`config.mk`:
```
export PLATFORM = sky130hd
export DESIGN_NAME = cntr_updn_n
export DESIGN_NICKNAME = d
export VERILOG_FILES = /design/src/rtl/cntr_updn_n.sv
export SDC_FILE = /design/constraint.sdc
export NUM_CORES = 1
export LEC_CHECK = 0
export ABC_AREA = 0
export BUFFER_PORTS_ARGS = -buffer_cell sky130_fd_sc_hd__buf_2
export CORE_MARGIN = 2
export CORE_UTILIZATION = 25
export DETAILED_ROUTE_END_ITERATION = 16
export HOLD_SLACK_MARGIN = 0.12
export SYNTH_ARGS = -nofsm -noshare
export SYNTH_HDL_FRONTEND = slang
export SYNTH_SLANG_ARGS = --single-unit
```
`constraint.sdc`:
```
create_clock -name clk -period 2.2 [get_ports clk]
set_clock_uncertainty 0.1 [all_clocks]
set_input_delay 0.44 -clock clk [delete_from_list [all_inputs] [get_ports clk]]
set_output_delay 0.44 -clock clk [all_outputs]
set_load 0.02 [all_outputs]
```
`src/rtl/cntr_updn_n.sv`:
```
// Parametrised up/down modulo counter with synchronous load, step, modulus and wrap flag.
// Build option: define SATURATE_EN to clamp at 0/MAX_VAL instead of wrapping (o_wrap then flags the limit).
module cntr_updn_n #(
   parameter int WIDTH   = 8,
   parameter int MAX_VAL = 255,
   parameter int STEP    = 1
) (
   input  logic             clk,
   input  logic             reset_n,
   input  logic             inc,
   input  logic             dec,
   input  logic             load,
   input  logic [WIDTH-1:0] d_in,
   output logic [WIDTH-1:0] d_out,
   output logic [2:0]       o_state,
   output logic             o_wrap
);

   localparam logic [2:0] ST_IDLE  = 3'b000;
   localparam logic [2:0] ST_LOAD  = 3'b001;
   localparam logic [2:0] ST_INC   = 3'b010;
   localparam logic [2:0] ST_DEC   = 3'b011;
   localparam logic [2:0] ST_CLASH = 3'b100;

   localparam logic [WIDTH:0] MAX_W  = (WIDTH+1)'(MAX_VAL);
   localparam logic [WIDTH:0] STEP_W = (WIDTH+1)'(STEP);
   localparam logic [WIDTH:0] MOD_W  = (WIDTH+1)'(MAX_VAL + 1);

   // Count is held one bit wider so every sum and compare runs at WIDTH+1 bits;
   // the top bit is always zero between clocks.
   logic [WIDTH:0] count_reg;
   logic [WIDTH:0] count_next;
   logic [2:0]     state_reg;
   logic [2:0]     state_next;
   logic           wrap_reg;
   logic           wrap_next;

   logic [WIDTH:0] load_w;
   logic [WIDTH:0] sum_up;
   logic [WIDTH:0] diff_dn;
   logic [WIDTH:0] wrap_dn;
   logic           up_over;
   logic           dn_under;

   always_comb begin
      state_next = ST_IDLE;
      if (load)
         state_next = ST_LOAD;
      else if (inc && dec)
         state_next = ST_CLASH;
      else if (inc)
         state_next = ST_INC;
      else if (dec)
         state_next = ST_DEC;
   end

   always_comb begin
      load_w   = {1'b0, d_in};
      sum_up   = count_reg + STEP_W;
      diff_dn  = count_reg - STEP_W;
      wrap_dn  = count_reg + MOD_W - STEP_W;
      up_over  = (sum_up > MAX_W);
      dn_under = (count_reg < STEP_W);
   end

   always_comb begin
      count_next = count_reg;
      wrap_next  = 1'b0;
      case (state_next)
         ST_LOAD: begin
            count_next = (load_w > MAX_W) ? MAX_W : load_w;
         end
         ST_INC: begin
            wrap_next = up_over;
`ifdef SATURATE_EN
            count_next = up_over ? MAX_W : sum_up;
`else
            count_next = up_over ? (sum_up - MOD_W) : sum_up;
`endif
         end
         ST_DEC: begin
            wrap_next = dn_under;
`ifdef SATURATE_EN
            count_next = dn_under ? '0 : diff_dn;
`else
            count_next = dn_under ? wrap_dn : diff_dn;
`endif
         end
         default: begin
            count_next = count_reg;
         end
      endcase
   end

   always_ff @(posedge clk or negedge reset_n) begin
      if (!reset_n) begin
         count_reg <= '0;
         state_reg <= ST_IDLE;
         wrap_reg  <= 1'b0;
      end else begin
         count_reg <= count_next;
         state_reg <= state_next;
         wrap_reg  <= wrap_next;
      end
   end

   assign d_out   = count_reg[WIDTH-1:0];
   assign o_state = state_reg;
   assign o_wrap  = wrap_reg;

endmodule

```
==> reports/results.txt <==
Required @ worst endpoint: 2.24 ns
Vias in the first global route: 1,102
Area of the multi-input gates: 720.7 um^2
Critical path capture point type: flop
VDD IR-drop max: 0.2377 mV
Peak Freq: 477.4 MHz
Core area: 0.004661 mm^2
Final wirelength: 3143 um
Cells taking the most area after synthesis: dfrtp_1, o21ai_0, ha_1
Syn Inst Count: 151
Ports: 25
Largest net degree at the start of global routing: 18
Iteration-0 DRC Markers: 53
Final setup violating endpoints: 0
Initial core utilization: 0.2561
Nets: 196
Max reg flops: 9
Levels on crit path: 6
Cell area after synthesis: 0.001194 mm^2
Clock latency on the worst-skew pair: 0.25 ns
Buffers and inverters on the worst path: 0
Worst path arrival time: 2.13 ns
Post-DP Area: 0.001400 mm^2
DPL Wire Length: 2363 um
CTS Buffer Depth: 2
R2R cell count: 6
Seq/Total Area, Yosys: 0.2725
Routed Antenna Nets: 0
Drc violations: 0
Crit-path slowest cell: dfrtp_1
Class of the most critical setup path: reg2reg
Worst-Margin Slew: 0.5248 ns
Hold Startpoint: load
Asr flop ratio synth: 1.000
Routed WL per cell: 13.61 um
Top-count cell post-synth: nor2_1
Status: completed
R2R Path End: count_reg[8]
R2r setup slk: 0.11 ns
GPL Wtd Cong: 0.8478
Hold EP: o_state[1]
Largest area contributor in the netlist: dfrtp_1
Number of synthesis warnings: 0
Type of origin of the critical path: flop
Post-route cell area: 0.001455 mm^2
PortBufs: 24
Root Driver: clkbuf_8
Std cell rows: 25
Ant. Diodes: 0
Die height: 73.10 um
Lkg Pwr: 0.6577 nW
Slew margin rel.: 0.6475
Grt ovf: 0
Global-route wire length before repair: 5140 um
Filler Cell Count: 505
CTS clk-pin slew, worst paths: 0.06 ns
GRT Overall Usage: 0.1268
Reg-to-reg startpoint: count_reg[0]
WHS Path Cells: 2
Area occupied by registers: 325.3 um^2
Via count: 1,213
Initial antenna violation count: 0
Final Hold Fails: 0
Commonest cells in the netlist: nor2_1, o21ai_0, dfrtp_1
EDFF count, synth: 0
Slew Limit Fails: 0
Min Clock Period, post-route: 2.095 ns
H-tree depth: 1
RSZ-0062 raised after global routing: false
Vias per cell: 5.251
Layout cells sized above 1: 0.2825
Synth top area share: 0.2725
Worst hold-check path type: in2reg
Drt pass-1 iters: 4
Sink Count: 13
Critical path, cell by cell: ha_1 -> and4_1 -> and4b_1 -> nor4_1 -> nor4_1 -> a221o_1
Max_cap viols: 0
Most frequent CP cell: nor4_1
CP delay by family, top: simple AND/OR/NAND/NOR gates
TNS Setup: 0 ns
Ratio of final minimum period to clock period: 0.9521
Pwr/cell area: 677.0 mW/mm^2
Critical path's largest stage delay: 0.38 ns
FF+latch count, synth: 13
Crit Path Max Fanout: 5
Number of buffers created by CTS: 3
Area grow syn2layout: 21.91%
Full die area: 0.005344 mm^2
Netlist cell types: 45
Post-Syn Nets: 169
Die width: 73.10 um
CTS tree: yes
Post-cts sizing count: 0
Ys flop type: dfrtp_1
Syn_area_per_cell: 7.905 um^2
[layout by cell type (no fill, tap or decap), types with 2 or more instances in the layout]
cell / netlist / layout
nand3_1: 2 / 2
a31oi_1: 3 / 3
o21ai_0: 15 / 15
ha_1: 5 / 5
and4b_1: 2 / 2
nand4_1: 2 / 2
inv_1: 7 / 7
nor2_1: 16 / 16
nand2b_1: 2 / 2
nand2_1: 8 / 8
nor4_1: 4 / 4
xor2_1: 3 / 3
a21oi_1: 11 / 11
nor3_1: 5 / 5
or3_1: 3 / 3
o211ai_1: 3 / 3
xnor2_1: 3 / 3
buf_4: 8 / 16
buf_2: 7 / 24
nor2b_1: 2 / 2
clkbuf_8: 0 / 3
dfrtp_1: 13 / 13
[report_power, final]
group,switching (mW),leakage [nW],total (mW),internal [mW]
logic,0.270,0.475,0.457,0.187
clock network,0.0953,0.0228,0.224,0.129
registers,0.0345,0.160,0.304,0.270
[per-stage QoR]
stage	std cells	worst slack (ns)	total power, mW	hold WS [ns]	util
2_1_floorplan	151	0.1659	0.6411	0.04441	-
3_3_place_gp	226	0.04165	0.7604	0.2513	0.3004
3_5_place_dp	226	0.01412	0.7623	0.2530	0.3004
4_1_cts	231	0.07666	0.9927	0.3060	0.3122
5_1_grt	231	0.01577	1.050	0.3138	0.3122
6_report	231	0.1054	0.9851	0.3019	0.3122
[repair_timing]
action	CTS	global route
endpoints found under the hold margin	13	0
buffers inserted	0	0
hold buffers	1	0
[worst max path at each step]
stage                 startpoint           end
floorplan                    inc        o_wrap
global placement             inc        o_wrap
detailed placement           inc        o_wrap
CTS                 count_reg[0]  count_reg[8]
global route        count_reg[0]  count_reg[8]
finish              count_reg[0]  count_reg[8]
[layer usage]
layer,routed length (um),share of wire,vias up,global-route usage
met5,0,0,-,0
met4,53,0.017,0,0.05556
met3,148,0.047,6,0.02762
met2,1458,0.46,28,0.2072
met1,1483,0.47,586,0.1594
li1,-,-,593,-
[logic make-up (layout without fill, tap and decap cells)]
| kind of cell | after synthesis | in the layout | share of synthesized area |
|---|---|---|---|
| and+or+nand+nor | 55 | 55 | 0.2673 |
| AOI/OAI and AO/OA | 45 | 45 | 0.2401 |
| buffers and inverters | 27 | 53 | 0.1237 |
| DFF | 13 | 13 | 0.2725 |
| xor gates and xnor gates | 6 | 6 | 0.04403 |
| adders and majority gates | 5 | 5 | 0.05241 |
[area by class of cell]
| cell class | count | share of cell area |
|---|---|---|
| inverter | 7 | 0.01806 |
| clock buffer | 4 | 0.03095 |
| multi-input combinational | 111 | 0.4953 |
| tap | 54 | 0.04643 |
| timing repair buffer | 42 | 0.1857 |
| sequential | 13 | 0.2236 |
(Power assumes the default switching activity.)
